--- src/rtl/uart_tx_port.sv ---
// ---------------------------------------------------------------------------
// uart_tx_port
//
// Memory-mapped 8N1 UART transmitter for the CPU6 system bus. CPU writes to
// BASE_ADDR are queued in a small FIFO and shifted out LSB first on tx.
//
// Register map:
//   BASE_ADDR     W: push data_in into the FIFO        R: 8'h00
//   BASE_ADDR+1   W: data_in[2]=1 clears overflow      R: status
//                 status = {5'b0, overflow, tx_idle, tx_ready}
//
// Ports:
//   clock     in   system clock, all state updates on posedge
//   reset     in   asynchronous active-low reset
//   address   in   [15:0] CPU bus address
//   write_en  in   CPU write strobe, sampled on posedge clock
//   data_in   in   [7:0] CPU write data
//   data_out  out  [7:0] read data, combinational from address
//   tx        out  registered serial output, idles high
//   irq       out  high while the FIFO is empty and the shifter is idle
// ---------------------------------------------------------------------------
module uart_tx_port #(
  parameter logic [15:0] BASE_ADDR    = 16'hF200,
  parameter int          CLKS_PER_BIT = 16,
  parameter int          FIFO_DEPTH   = 8
) (
  input  logic        clock,
  input  logic        reset,
  input  logic [15:0] address,
  input  logic        write_en,
  input  logic [7:0]  data_in,
  output logic [7:0]  data_out,
  output logic        tx,
  output logic        irq
);

  localparam int              PTR_W       = $clog2(FIFO_DEPTH);
  localparam int              CNT_W       = PTR_W + 1;
  localparam logic [CNT_W-1:0] DEPTH_C    = CNT_W'(FIFO_DEPTH);
  localparam logic [15:0]     BAUD_LAST   = 16'(CLKS_PER_BIT - 1);
  localparam logic [15:0]     STATUS_ADDR = BASE_ADDR + 16'd1;

  typedef enum logic [1:0] {
    ST_IDLE,
    ST_START,
    ST_DATA,
    ST_STOP
  } state_e;

  // FIFO storage and bookkeeping
  logic [7:0]       mem [FIFO_DEPTH];
  logic [PTR_W-1:0] wr_ptr_q, wr_ptr_d;
  logic [PTR_W-1:0] rd_ptr_q, rd_ptr_d;
  logic [CNT_W-1:0] count_q,  count_d;

  // Transmit shifter
  state_e      state_q, state_d;
  logic [15:0] baud_q,  baud_d;
  logic [2:0]  bit_q,   bit_d;
  logic [7:0]  shift_q, shift_d;
  logic        tx_q,    tx_d;
  logic        overflow_q, overflow_d;

  logic fifo_empty;
  logic fifo_full;
  logic tx_idle;
  logic baud_wrap;
  logic push_req;
  logic push;
  logic pop;
  logic clear_req;

  assign fifo_empty = (count_q == '0);
  assign fifo_full  = (count_q == DEPTH_C);
  assign tx_idle    = fifo_empty && (state_q == ST_IDLE);
  assign baud_wrap  = (baud_q == BAUD_LAST);
  assign push_req   = write_en && (address == BASE_ADDR);
  assign clear_req  = write_en && (address == STATUS_ADDR) && data_in[2];

  // A full FIFO still accepts a byte when the shifter drains one on the
  // same edge, so the count simply stays at FIFO_DEPTH.
  assign push = push_req && (!fifo_full || pop);

  // -------------------------------------------------------------------------
  // Shifter FSM: next state, pop request and next serial level
  // -------------------------------------------------------------------------
  always_comb begin
    // NOTE: every signal gets a default first so no path leaves it unassigned,
    // which would otherwise infer a latch.
    state_d = state_q;
    baud_d  = baud_wrap ? 16'd0 : baud_q + 16'd1;
    bit_d   = bit_q;
    shift_d = shift_q;
    tx_d    = tx_q;
    pop     = 1'b0;

    unique case (state_q)
      ST_IDLE: begin
        baud_d = 16'd0;
        tx_d   = 1'b1;
        if (!fifo_empty) begin
          pop     = 1'b1;
          shift_d = mem[rd_ptr_q];
          state_d = ST_START;
          tx_d    = 1'b0;
        end
      end

      ST_START: begin
        if (baud_wrap) begin
          state_d = ST_DATA;
          bit_d   = 3'd0;
          tx_d    = shift_q[0];
        end
      end

      ST_DATA: begin
        if (baud_wrap) begin
          if (bit_q == 3'd7) begin
            state_d = ST_STOP;
            tx_d    = 1'b1;
          end else begin
            bit_d = bit_q + 3'd1;
            tx_d  = shift_q[bit_q + 3'd1];
          end
        end
      end

      ST_STOP: begin
        // Next byte starts straight out of the stop bit with no idle gap.
        if (baud_wrap) begin
          if (!fifo_empty) begin
            pop     = 1'b1;
            shift_d = mem[rd_ptr_q];
            state_d = ST_START;
            tx_d    = 1'b0;
          end else begin
            state_d = ST_IDLE;
            tx_d    = 1'b1;
          end
        end
      end

      default: begin
        state_d = ST_IDLE;
        tx_d    = 1'b1;
      end
    endcase
  end

  // -------------------------------------------------------------------------
  // FIFO pointers, count and sticky overflow
  // -------------------------------------------------------------------------
  always_comb begin
    wr_ptr_d   = push ? wr_ptr_q + PTR_W'(1) : wr_ptr_q;
    rd_ptr_d   = pop  ? rd_ptr_q + PTR_W'(1) : rd_ptr_q;
    count_d    = count_q;
    overflow_d = overflow_q;

    unique case ({push, pop})
      2'b10:   count_d = count_q + CNT_W'(1);
      2'b01:   count_d = count_q - CNT_W'(1);
      default: count_d = count_q;
    endcase

    // Clear and set come from different addresses, so they never collide.
    if (clear_req) begin
      overflow_d = 1'b0;
    end
    if (push_req && !push) begin
      overflow_d = 1'b1;
    end
  end

  // -------------------------------------------------------------------------
  // State registers
  // -------------------------------------------------------------------------
  // NOTE: sequential state uses non-blocking assignments so every register
  // samples the pre-edge values of the others.
  always_ff @(posedge clock or negedge reset) begin
    if (!reset) begin
      state_q    <= ST_IDLE;
      baud_q     <= 16'd0;
      bit_q      <= 3'd0;
      shift_q    <= 8'h00;
      tx_q       <= 1'b1;
      overflow_q <= 1'b0;
      wr_ptr_q   <= '0;
      rd_ptr_q   <= '0;
      count_q    <= '0;
    end else begin
      state_q    <= state_d;
      baud_q     <= baud_d;
      bit_q      <= bit_d;
      shift_q    <= shift_d;
      tx_q       <= tx_d;
      overflow_q <= overflow_d;
      wr_ptr_q   <= wr_ptr_d;
      rd_ptr_q   <= rd_ptr_d;
      count_q    <= count_d;
    end
  end

  // NOTE: the storage array is deliberately not reset; count_q gates every
  // read, so stale contents are never observed and the array can map to RAM.
  always_ff @(posedge clock) begin
    if (push) begin
      mem[wr_ptr_q] <= data_in;
    end
  end

  // -------------------------------------------------------------------------
  // Outputs
  // -------------------------------------------------------------------------
  always_comb begin
    data_out = 8'h00;
    if (address == STATUS_ADDR) begin
      data_out = {5'b00000, overflow_q, tx_idle, !fifo_full};
    end
  end

  assign tx  = tx_q;
  assign irq = tx_idle;

endmodule
--- config.mk ---
export PLATFORM = sky130hd
export DESIGN_NAME = uart_tx_port
export DESIGN_NICKNAME = d
export VERILOG_FILES = /design/src/rtl/uart_tx_port.sv
export SDC_FILE = /design/constraint.sdc
export NUM_CORES = 1
export LEC_CHECK = 0
export ABC_AREA = 1
export ABC_CLOCK_PERIOD_IN_PS = 3440
export BUFFER_PORTS_ARGS = -buffer_cell sky130_fd_sc_hd__buf_4
export CAP_MARGIN = 40
export CORE_MARGIN = 2
export CORE_UTILIZATION = 60
export DETAILED_ROUTE_END_ITERATION = 7
export PLACE_DENSITY = 0.79
export SLEW_MARGIN = 20
export SYNTH_ARGS = -nofsm -noshare
export SYNTH_HDL_FRONTEND = slang
export SYNTH_SLANG_ARGS = --single-unit
--- constraint.sdc ---
create_clock -name clock -period 3.44 [get_ports clock]
set_clock_uncertainty 0.05 [all_clocks]
set_input_delay 0.344 -clock clock [delete_from_list [all_inputs] [get_ports clock]]
set_output_delay 0.344 -clock clock [all_outputs]
set_load 0.05 [all_outputs]
==> results.ini, run 1 <==
[floorplanning]
floorplan.initialDensity_pct=61.9
row_count=33
num_io_pins=37
die_height_microns=95.8
dieWidth_microns=95.8
fp.dieArea_sq_um=9180
coreArea_sq_um=8180

[worst_setup_path]
cell_with_the_largest_stage_delay_on_the_worst_path=sky130_fd_sc_hd__dfrtp_1
critPathRequiredTime_ps=3700
cp_cell_sequence=inv_1, ha_1, nor2_4, nand2_1, nand3_2, nand2_1, ha_1, nand2_1, inv_1, nor2_1, ha_1, a21oi_1, or2_2, a21oi_1
crit_path_start_kind=flop
critPathArrivalTime_ps=3080
cp_top_family=simple AND/OR/NAND/NOR gates
critPathKind=flop to flop
worst_setup_path_end_kind=flop
path_buf_inv=2
timing.critical_path.fanout_max=7
critical_path.max_stage_delay_ps=450

[clock_network]
cts_tree=yes
cts-hold-fix-buffers=1
cts.repair.resized=0
clock_tree_root_driver_cell=sky130_fd_sc_hd__clkbuf_8
numCtsBuffers=9
clkTransAtPathRegs_ps=120
cts_setup_buffers=0
clock_sink_count=105
clock_tree.htree_level_count=3
clock_path_buffers=2
insertion_delay_ps=380

[layout]
multi_input_area_sq_um=1810
antenna_cells_inserted=0
syn_to_final_growth_pct=11.4
final_common_cell=sky130_fd_sc_hd__nor2_1
num-nets-final=606
drive_above_1_share_pct=15.4
fillerInstances=618
sequential_cell_area_sq_um=2950
mostFrequentLayoutCells=104 x sky130_fd_sc_hd__nor2_1, 94 x sky130_fd_sc_hd__nand2_1, 64 x sky130_fd_sc_hd__edfxtp_1

[global_routing]
grt_overall_usage_pct=24.1
first_global_vias=3616
grt_start_max_net_pins=42
antenna_found_initial=0
grt_pass1_wl_microns=16700
grt-ovfl-total=0

[sta]
setup_viol=0
report.final.hold_viol_count=0
period_minus_slack_ps=2830
worst-slew-pin-transition_ps=660
worst_slew_margin_pct=56.0
period_utilization_post_route_pct=82.2
timing.final.max_slew_violations=0
layout_setup_ws_ps=614
setup_tns_ps=0
grt_setup_unrepaired=no
fmaxAchievable_mhz=354

[pwr]
finalPower_uw=2230
power_density_nw_per_um2=396
seq_power_share_pct=60.0
p_leak_uw=0.00240
worst_ir_drop_vdd_v=0.000312
swShare_pct=22.8
switchingPower_uw=509
combinational_share_of_power_pct=2.7
power_share_of_the_clock_group_pct=37.3
cell_internal_power_dissipation_uw=1720

[synth]
syn_inst=528
post_synth.cell_area_avg_sq_um=9.58
synth.distinct_cells=40
synth_sequential_area_ratio_pct=58.3
postSynthRegisterBits=105
yosysWarningCount=0
post_synth_instance_area_sq_um=5060

[routing]
detail-route-antenna-nets=0
totalWireLength_microns=9970
route.detailed.vias_per_inst=5.47
drt_pass1_iterations=4
dr_total_vias=3701
drt_iter0_markers=178
post_drt_wl_per_cell_microns=14.8
drt_drc_violations_left=0

[placement]
routability_driven_placement_congestion_ratio=0.826
dp_worst_setup_slack_ps=606
number_of_buffers_inserted_by_port_buffering=31
dp_hpwl_microns=6930

[flow_run]
cap_viol_max_count=0

[status]
outcome=finished, final reports clean

[hold_path]
class_of_the_worst_hold_path=primary input to flop

power by group through the flow:
stage	sequential [uW]	combinational [uW]	clock (uW)
after CTS	1340	61.9	838
after global placement	1370	59.2	0
after floorplan	1370	21.7	0
after detailed placement	1370	60.9	0
after global routing	1340	67.9	886
final	1340	61.0	832
cell families (layout without fill, tap and decap cells):
kind of cell	count (synthesis)	in the layout	synth area share, %
flip-flops	105	105	58.3
XOR/XNOR	11	11	1.90
adder cells (fa/ha/maj)	13	13	3.21
other	1	5	0.0741
AO/OA/AOI/OAI	88	88	9.94
buffers and inverters	70	109	6.18
AND/OR/NAND/NOR	240	240	20.4
metrics by stage:
| stage | cells | instance area (sq um) | util, % | hold WS [ps] |
|---|---|---|---|---|
| 2_1_floorplan | 532 | 5070 | - | -1.59 |
| 3_3_place_gp | 658 | 5390 | 65.9 | 305 |
| 3_5_place_dp | 658 | 5390 | 65.9 | 302 |
| 4_1_cts | 675 | 5620 | 68.7 | 130 |
| 5_1_grt | 676 | 5630 | 68.9 | 132 |
| 6_report | 676 | 5630 | 68.9 | 135 |
final timing paths:
path                                  from          to  slack [ps]  depth (start not counted)
worst max-delay path            state_q[0]  count_q[2]         610                         14
worst min-delay path            data_in[4]   mem[2][4]         130                          1
worst max register to register  state_q[0]  count_q[2]         610                         14
worst min register to register   baud_q[0]   baud_q[0]         440                          1
max in group asynchronous            reset          tx        2560                          2
min in group asynchronous            reset   baud_q[3]         420                          2
sequential cells by signal, summed over array words and instances, names as in the netlist, 2 cells and up:
register,flops
state_q,2
mem,64
count_q,4
bit_q,3
rd_ptr_q,3
wr_ptr_q,3
baud_q,16
shift_q,8
worst register-to-register path, stage by stage, from the launching register on:
cell and delay (ps):
sky130_fd_sc_hd__dfrtp_1 450, sky130_fd_sc_hd__inv_1 110, sky130_fd_sc_hd__ha_1 350, sky130_fd_sc_hd__nor2_4 170, sky130_fd_sc_hd__nand2_1 120, sky130_fd_sc_hd__nand3_2 180
sky130_fd_sc_hd__nand2_1 120, sky130_fd_sc_hd__ha_1 260, sky130_fd_sc_hd__nand2_1 70, sky130_fd_sc_hd__inv_1 50, sky130_fd_sc_hd__nor2_1 160, sky130_fd_sc_hd__ha_1 180
sky130_fd_sc_hd__a21oi_1 50, sky130_fd_sc_hd__or2_2 300, sky130_fd_sc_hd__a21oi_1 150
cells in the mapped netlist (all sizes together):
cell	instances	share of area, %
dfrtp	40	20
conb	1	0.074
o21ai	61	6.6
o211ai	4	0.59
nor2	109	8.6
xor2	7	1.2
o22ai	4	0.49
clkbuf	3	0.22
dfstp	1	0.52
inv	50	3.8
a21oi	16	1.9
edfxtp	64	38
a31oi	1	0.12
nand3	15	1.8
and3	1	0.12
buf	16	2.1
ha	13	3.2
nor3	3	0.40
clkinv	1	0.074
or2	1	0.12
nor4	1	0.25
xnor2	4	0.69
nor3b	1	0.15
nand4	9	1.2
nand2	100	7.7
a211oi	2	0.30
cell type report:
| type | instances | share of cell area [%] |
|---|---|---|
| clock buffers | 9 | 2.20 |
| clock inverters | 7 | 1.73 |
| inverters | 51 | 3.44 |
| multi-input cells | 357 | 32.2 |
| flip-flops and latches | 105 | 52.3 |
| well taps | 105 | 2.33 |
| repair buffers | 42 | 5.77 |
metal layers:
layer	share of wire, %	up-vias	GRT usage (%)	wire length [microns]
met2	51	75	41.1	5060
met3	4.5	16	4.78	452
met1	43	1794	29.5	4260
met4	2.0	0	11.4	199
li1	-	1816	-	-
met5	0	-	0	0
(Power assumes the default switching activity.)
==> run 2, diff against run 1 <==
ABC_CLOCK_PERIOD_IN_PS = 2600   (was 3440)
CORE_UTILIZATION = 54   (was 60)
PLACE_DENSITY = 0.76   (was 0.79)
clock period = 2.6 ns   (was 3.44 ns; I/O delays follow)
==> results.ini, run 2 (synthesis gave the netlist of run 1 again) <==
[sta]
period_utilization_post_route_pct=93.0  ; was 82.2%
worst_slew_margin_pct=57.8  ; was 56.0%
whs_ps=56.9  ; was 135 ps
fmaxAchievable_mhz=414  ; was 354 MHz
layout_setup_ws_ps=183  ; was 614 ps
grt_setup_unrepaired=no  ; unchanged
setup_viol=0  ; unchanged
worst-slew-pin-transition_ps=634  ; was 660 ps
timing.final.max_slew_violations=0  ; unchanged
report.final.hold_viol_count=0  ; unchanged
period_minus_slack_ps=2420  ; was 2830 ps

[hold_path]
hold-path-cell-count=1  ; unchanged
class_of_the_worst_hold_path=primary input to flop  ; unchanged

[layout]
final_common_cell=sky130_fd_sc_hd__nor2_1  ; unchanged
mostFrequentLayoutCells=100 x sky130_fd_sc_hd__nor2_1, 93 x sky130_fd_sc_hd__nand2_1, 64 x sky130_fd_sc_hd__edfxtp_1  ; was 104 x sky130_fd_sc_hd__nor2_1, 94 x sky130_fd_sc_hd__nand2_1, 64 x sky130_fd_sc_hd__edfxtp_1
syn_to_final_growth_pct=13.0  ; was 11.4%
layout.cell_area.non_filler_sq_um=5720  ; was 5630 sq um
finish.cell_count_without_fillers=693  ; was 676
largest_reg_flops=64  ; unchanged
num-nets-final=617  ; was 606
drive_above_1_share_pct=19.2  ; was 15.4%
post-route-util_pct=62.5  ; was 68.9%
fillerInstances=722  ; was 618
antenna_cells_inserted=0  ; unchanged
sequential_cell_area_sq_um=2950  ; about the same
biggestRegsByFlops=mem x64, baud_q x16, shift_q x8  ; unchanged
multi_input_area_sq_um=1850  ; was 1810 sq um
largest_register=mem  ; unchanged

[clock_network]
clock_tree_root_driver_cell=sky130_fd_sc_hd__clkbuf_8  ; unchanged
clock_sink_count=105  ; unchanged
cts_tree=yes  ; unchanged
clkTransAtPathRegs_ps=100  ; was 120 ps
insertion_delay_ps=370  ; was 380 ps
clock_path_buffers=2  ; unchanged
clock_tree.htree_level_count=3  ; unchanged
numCtsBuffers=9  ; unchanged

[placement]
dpl.cell_count=672  ; was 658
dp_hpwl_microns=6730  ; was 6930 microns
total_cell_area_at_the_placement_stage_sq_um=5460  ; was 5390 sq um
routability_driven_placement_congestion_ratio=0.910  ; was 0.826
dp_worst_setup_slack_ps=-43.8  ; was 606 ps
number_of_buffers_inserted_by_port_buffering=31  ; unchanged

[pwr]
cell_internal_power_dissipation_uw=2170  ; was 1720 uW
seq_power_share_pct=63.1  ; was 60.0%
combinational_share_of_power_pct=2.9  ; was 2.7%
power_share_of_the_clock_group_pct=34.0  ; was 37.3%
swShare_pct=22.6  ; was 22.8%
worst_ir_drop_vdd_v=0.000359  ; was 0.000312 V
p_leak_uw=0.00243  ; was 0.00240 uW
power_density_nw_per_um2=490  ; was 396 nW/um^2
switchingPower_uw=633  ; was 509 uW

[global_routing]
grt_overall_usage_pct=20.4  ; was 24.1%
grt-ovfl-total=0  ; unchanged
grt_start_max_net_pins=42  ; unchanged
first_global_vias=3624  ; was 3,616
antenna_found_initial=0  ; unchanged
grt_pass1_wl_microns=16000  ; was 16,700 microns

[worst_setup_path]
critical_path.max_stage_delay_ps=420  ; was 450 ps
reg2regPathDepth=14  ; unchanged
cell_with_the_largest_stage_delay_on_the_worst_path=sky130_fd_sc_hd__dfrtp_1  ; unchanged
critPathKind=flop to flop  ; unchanged
worst_setup_path_end_kind=flop  ; unchanged
setup.reg_to_reg.worst_slack_ps=180  ; was 610 ps
crit_path_start_kind=flop  ; unchanged
timing.critical_path.fanout_max=4  ; was 7
critPathRequiredTime_ps=2850  ; was 3700 ps
critPathArrivalTime_ps=2670  ; was 3080 ps
cp_cell_sequence=inv_2, ha_4, nor2_4, nand2_1, nand3_2, nand2_2, ha_2, nand2_1, inv_1, nor2_2, ha_1, a21oi_1, or2_2, a21oi_1  ; was inv_1, ha_1, nor2_4, nand2_1, nand3_2, nand2_1, ha_1, nand2_1, inv_1, nor2_1, ha_1, a21oi_1, or2_2, a21oi_1

[status]
outcome=finished, final reports clean  ; unchanged

[routing]
drt_pass1_iterations=4  ; unchanged
post_drt_wl_per_cell_microns=14.0  ; was 14.8 microns
detail-route-antenna-nets=0  ; unchanged
dr_total_vias=3615  ; was 3,701
totalWireLength_microns=9700  ; was 9970 microns
route.detailed.vias_per_inst=5.22  ; was 5.47
drt_iter0_markers=177  ; was 178
drt_drc_violations_left=0  ; unchanged

[flow_run]
cap_viol_max_count=0  ; unchanged

[floorplanning]
row_count=35  ; was 33
fp.dieArea_sq_um=10200  ; was 9180 sq um
num_io_pins=37  ; unchanged
coreArea_sq_um=9150  ; was 8180 sq um
dieWidth_microns=101  ; was 95.8 microns
die_height_microns=101  ; was 95.8 microns
floorplan.initialDensity_pct=55.3  ; was 61.9%

-- run 2: cell types whose count changed in the layout (fill, tap and decap cells not counted), moves of 2 or more --
cell	before	now
sky130_fd_sc_hd__inv_2	2	6
sky130_fd_sc_hd__ha_2	0	2
sky130_fd_sc_hd__buf_4	40	52
sky130_fd_sc_hd__nor2_2	2	6
sky130_fd_sc_hd__nor2_1	104	100
sky130_fd_sc_hd__inv_8	3	1
sky130_fd_sc_hd__inv_1	47	43
sky130_fd_sc_hd__ha_1	13	10
-- run 2: critical path: cells and delay by family (launching register included) --
family,cells,cell delay [ps]
AND/OR/NAND/NOR,7,900
adder cells (fa/ha/maj),3,610
flip-flops,1,420
AO/OA/AOI/OAI,2,190
buffers and inverters,2,170
-- run 2: path summary, 6_finish.rpt --
| check | to | startpoint |
|---|---|---|
| min reg2reg | baud_q[15] | baud_q[15] |
| max reg2reg | count_q[2] | state_q[1] |
| min | mem[6][6] | data_in[6] |
| max in group asynchronous | count_q[1] | reset |
| min in group asynchronous | baud_q[7] | reset |
| max | count_q[2] | state_q[1] |
-- run 2: final cells by class --
type / instances / share of cell area (%)
inverters: 51 / 3.39
multi-input cells: 357 / 32.3
well taps: 111 / 2.43
flip-flops and latches: 105 / 51.6
clock inverters: 6 / 1.03
clock buffers: 10 / 2.23
repair buffers: 53 / 7.00
-- run 2: metal layers --
layer / routed length [microns] / part of all wire [%] / track usage [%] / vias to the layer above
met2: 4910 / 51 / 34.9 / 69
met3: 411 / 4.2 / 4.99 / 8
li1: - / - / - / 1834
met1: 4280 / 44 / 25.3 / 1704
met5: 0 / 0 / 0 / -
met4: 98 / 1.0 / 7.38 / 0
-- run 2: repair_timing --
item / 4_1_cts / 5_1_grt
resized for setup: 2 / 11
buffers inserted: 0 / 4
hold buffers: 1 / 0
hold endpoints to repair: 40 / 0
setup endpoints to repair: 1 / 2
pin swaps: 0 / 2
-- run 2: per-stage QoR --
stage	total power (uW)	TNS [ps]
floorplan	1840	0
CTS	2830	0
finish	2800	0
global route	2890	0
global placement	1880	0
detailed placement	1890	-43.8
-- run 2: power groups by stage --
stage | Clock [uW] | Combinational (uW) | Sequential, uW
final | 953 | 80.6 | 1770
after global routing | 1030 | 90.6 | 1770
after CTS | 973 | 82.0 | 1770
after detailed placement | 0 | 80.5 | 1810
after global placement | 0 | 78.5 | 1810
after floorplan | 0 | 28.7 | 1810
==> run 3, diff against run 2 <==
ABC_AREA = 0   (was 1)
==> results.ini, run 3 <==
[status]
outcome=finished, final reports clean  ; unchanged

[sta]
fmaxAchievable_mhz=396  ; was 414 MHz
setup_viol=0  ; unchanged
timing.final.max_slew_violations=0  ; unchanged
layout_setup_ws_ps=76.3  ; was 183 ps
whs_ps=63.6  ; was 56.9 ps
report.final.hold_viol_count=0  ; unchanged
worst_slew_margin_pct=48.4  ; was 57.8%
worst-slew-pin-transition_ps=774  ; was 634 ps
setup_tns_ps=0  ; unchanged
period_minus_slack_ps=2520  ; was 2420 ps
period_utilization_post_route_pct=97.1  ; was 93.0%

[pwr]
power_share_of_the_clock_group_pct=20.3  ; was 34.0%
cell_internal_power_dissipation_uw=3140  ; was 2170 uW
combinational_share_of_power_pct=34.2  ; was 2.9%
power_density_nw_per_um2=874  ; was 490 nW/um^2
swShare_pct=33.8  ; was 22.6%
finalPower_uw=4740  ; was 2800 uW
worst_ir_drop_vdd_v=0.000404  ; was 0.000359 V
switchingPower_uw=1600  ; was 633 uW
p_leak_uw=0.00212  ; was 0.00243 uW
seq_power_share_pct=45.5  ; was 63.1%

[clock_network]
clock_path_buffers=2  ; unchanged
clock_tree.htree_level_count=3  ; unchanged
numCtsBuffers=9  ; unchanged
insertion_delay_ps=370  ; about the same
clock_tree_root_driver_cell=sky130_fd_sc_hd__clkbuf_8  ; unchanged
clock_sink_count=105  ; unchanged
clkTransAtPathRegs_ps=110  ; was 100 ps
cts_tree=yes  ; unchanged

[routing]
detail-route-antenna-nets=0  ; unchanged
met3WireLength_microns=207  ; was 411 microns
drt_drc_violations_left=0  ; unchanged
totalWireLength_microns=7990  ; was 9700 microns
wl_met1_microns=3370  ; was 4280 microns
drt_pass1_iterations=5  ; was 4
drt_iter0_markers=150  ; was 177
top_layer_used=met4  ; unchanged
route.detailed.vias_per_inst=5.45  ; was 5.22
wl_met2_microns=4270  ; was 4910 microns
post_drt_wl_per_cell_microns=16.0  ; was 14.0 microns
dr_total_vias=2714  ; was 3,615

[worst_setup_path]
critPathArrivalTime_ps=2730  ; was 2670 ps
setup.reg_to_reg.worst_slack_ps=80  ; was 180 ps
critPathKind=flop to flop  ; unchanged
crit_top_cell=sky130_fd_sc_hd__xor2_1
crit_path_start_kind=flop  ; unchanged
cp_cell_sequence=inv_1, ha_1, nor3_2, a21o_2, nand2_4, ha_2, xor2_1, ha_1, a21oi_1, xor2_1, nor2_1, xor2_1  ; was inv_2, ha_4, nor2_4, nand2_1, nand3_2, nand2_2, ha_2, nand2_1, inv_1, nor2_2, ha_1, a21oi_1, or2_2, a21oi_1
path_buf_inv=1  ; was 2
cell_with_the_largest_stage_delay_on_the_worst_path=sky130_fd_sc_hd__ha_1  ; was sky130_fd_sc_hd__dfrtp_1
timing.critical_path.fanout_max=4  ; unchanged
critPathRequiredTime_ps=2800  ; was 2850 ps
critical_path.max_stage_delay_ps=370  ; was 420 ps
worst_setup_path_end_kind=flop  ; unchanged
cp_top_family=adder cells  ; was simple AND/OR/NAND/NOR gates

[global_routing]
antenna_found_initial=0  ; unchanged
grt_overall_usage_pct=17.9  ; was 20.4%
grt-ovfl-total=0  ; unchanged
first_global_vias=2709  ; was 3,624
grt_pass1_wl_microns=13100  ; was 16,000 microns
grt_start_max_net_pins=42  ; unchanged

[synth]
synth_most_common_cell=sky130_fd_sc_hd__edfxtp_1  ; was sky130_fd_sc_hd__nor2_1
cell_type_with_the_largest_total_area_after_synthesis=sky130_fd_sc_hd__edfxtp_1  ; unchanged
post_synth_instance_area_sq_um=4680  ; was 5060 sq um
most_used_dff_post_synth=sky130_fd_sc_hd__edfxtp_1  ; unchanged
synth.distinct_cells=46  ; was 40
postSynthRegisterBits=105  ; unchanged
synth_commonest_cells=64 x sky130_fd_sc_hd__edfxtp_1, 40 x sky130_fd_sc_hd__dfrtp_1, 32 x sky130_fd_sc_hd__nor2_1  ; was 104 x sky130_fd_sc_hd__nor2_1, 94 x sky130_fd_sc_hd__nand2_1, 64 x sky130_fd_sc_hd__edfxtp_1
syn_inst=330  ; was 528
post_synth.cell_area_avg_sq_um=14.2  ; was 9.58 sq um
synth.top_cells.by_area=sky130_fd_sc_hd__edfxtp_1 41%, sky130_fd_sc_hd__dfrtp_1 21%, sky130_fd_sc_hd__mux4_2 8.2%  ; was sky130_fd_sc_hd__edfxtp_1 38%, sky130_fd_sc_hd__dfrtp_1 20%, sky130_fd_sc_hd__nor2_1 7.7%
asyncSetResetFlopFracSynth_pct=39.0  ; unchanged
synth-edff-count=64  ; unchanged
yosysWarningCount=0  ; unchanged
synth_sequential_area_ratio_pct=63.0  ; was 58.3%
yosysTopAreaCellShare_pct=41.1  ; was 38.0%

[hold_path]
class_of_the_worst_hold_path=primary input to flop  ; unchanged

[layout]
final_common_cell=sky130_fd_sc_hd__edfxtp_1  ; was sky130_fd_sc_hd__nor2_1
post-route-util_pct=65.4  ; was 62.5%
biggestRegsByFlops=mem x64, baud_q x16, shift_q x8  ; unchanged
antenna_cells_inserted=0  ; unchanged
syn_to_final_growth_pct=16.0  ; was 13.0%
sequential_cell_area_sq_um=2950  ; about the same
multi_input_area_sq_um=1690  ; was 1850 sq um
largest_reg_flops=64  ; unchanged
mostFrequentLayoutCells=64 x sky130_fd_sc_hd__edfxtp_1, 56 x sky130_fd_sc_hd__buf_4, 40 x sky130_fd_sc_hd__dfrtp_1  ; was 100 x sky130_fd_sc_hd__nor2_1, 93 x sky130_fd_sc_hd__nand2_1, 64 x sky130_fd_sc_hd__edfxtp_1
num-nets-final=428  ; was 617
fillerInstances=601  ; was 722
largest_register=mem  ; unchanged
drive_above_1_share_pct=27.5  ; was 19.2%

[floorplanning]
floorplan.initialDensity_pct=56.4  ; was 55.3%
dieWidth_microns=97.1  ; was 101 microns
num_io_pins=37  ; unchanged
die_height_microns=97.1  ; was 101 microns
fp.dieArea_sq_um=9430  ; was 10,200 sq um
row_count=33  ; was 35
coreArea_sq_um=8300  ; was 9150 sq um

[placement]
dp_hpwl_microns=5600  ; was 6730 microns
routability_driven_placement_congestion_ratio=0.815  ; was 0.910
dp_worst_setup_slack_ps=-105  ; was -43.8 ps
number_of_buffers_inserted_by_port_buffering=31  ; unchanged

[flow_run]
cap_viol_max_count=0  ; unchanged

==> run 3: cell count changes in the layout (fill, tap and decap cells not counted), moves of 5 or more <==
cell / delta
sky130_fd_sc_hd__nand4_1: -5
sky130_fd_sc_hd__xor2_1: +6
sky130_fd_sc_hd__nor2_1: -68
sky130_fd_sc_hd__o21ai_0: -36
sky130_fd_sc_hd__xnor2_1: +6
sky130_fd_sc_hd__inv_2: -6
sky130_fd_sc_hd__mux4_2: +17
sky130_fd_sc_hd__nor2_2: -6
sky130_fd_sc_hd__nor3_1: +7
sky130_fd_sc_hd__a21oi_1: -7
sky130_fd_sc_hd__inv_1: -34
sky130_fd_sc_hd__nand2_1: -70
sky130_fd_sc_hd__mux2i_1: +10
sky130_fd_sc_hd__nand2_2: -7
==> run 3: final timing paths <==
path / startpoint / to / cells past startpoint
hold reg to reg: shift_q[5] / shift_q[5] / 2
setup reg to reg: state_q[0] / count_q[2] / 12
hold / removal: data_in[3] / mem[1][3] / 1
setup / recovery: state_q[0] / count_q[2] / 12
min in group asynchronous: reset / baud_q[13] / 2
max in group asynchronous: reset / tx / 2
==> run 3: final cells by class <==
cell class                      count  area share, %
Timing Repair Buffer               57           7.93
Clock buffer                        9           2.28
Inverter                            9          0.623
Sequential cell                   105           54.3
Clock inverter                      7           1.29
Tap cell                          105           2.42
Multi-Input combinational cell    206           31.1
==> run 3: worst register-to-register path, cell delays in order (launching register included) <==
cell,delay [ps]
sky130_fd_sc_hd__dfrtp_1,360
sky130_fd_sc_hd__inv_1,80
sky130_fd_sc_hd__ha_1,370
sky130_fd_sc_hd__nor3_2,270
sky130_fd_sc_hd__a21o_2,210
sky130_fd_sc_hd__nand2_4,60
sky130_fd_sc_hd__ha_2,180
sky130_fd_sc_hd__xor2_1,140
sky130_fd_sc_hd__ha_1,180
sky130_fd_sc_hd__a21oi_1,140
sky130_fd_sc_hd__xor2_1,160
sky130_fd_sc_hd__nor2_1,60
sky130_fd_sc_hd__xor2_1,140
==> run 3: power by group through the flow <==
stage | Clock, uW | Sequential (uW) | Combinational, uW
CTS | 989 | 2150 | 1620
detailed placement | 0 | 2190 | 1620
finish | 963 | 2160 | 1620
global placement | 0 | 2180 | 1560
floorplan | 0 | 2110 | 1230
global route | 1040 | 2180 | 1820
==> run 3: timing repair <==
action	in CTS	in global routing
endpoints found under the setup margin	1	2
setup buffers	0	0
resized for setup	1	9
hold buffers	1	0
hold endpoints to repair	40	0
pin swaps	0	2
==> run 3: logic make-up (layout without fill, tap and decap cells) <==
group | Yosys count | count (layout) | share of synthesized area, %
simple gates | 101 | 101 | 11.2
other cells | 1 | 5 | 0.0801
mux | 30 | 30 | 11.1
xor+xnor | 23 | 23 | 4.30
flops | 105 | 105 | 63.0
compound gates | 34 | 34 | 4.47
fa+ha+maj | 13 | 13 | 3.48
buf+inv | 23 | 82 | 2.33
==> run 3: metal layers <==
| metal | track usage, % | up-vias |
|---|---|---|
| li1 | - | 1327 |
| met5 | 0 | - |
| met3 | 3.45 | 14 |
| met4 | 6.72 | 0 |
| met2 | 30.7 | 28 |
| met1 | 22.6 | 1345 |
==> run 3: through the flow <==
step,cells,area [sq um]
3_3_place_gp,481,5170
5_1_grt,498,5430
2_1_floorplan,334,4700
6_report,498,5430
4_1_cts,498,5380
3_5_place_dp,481,5170
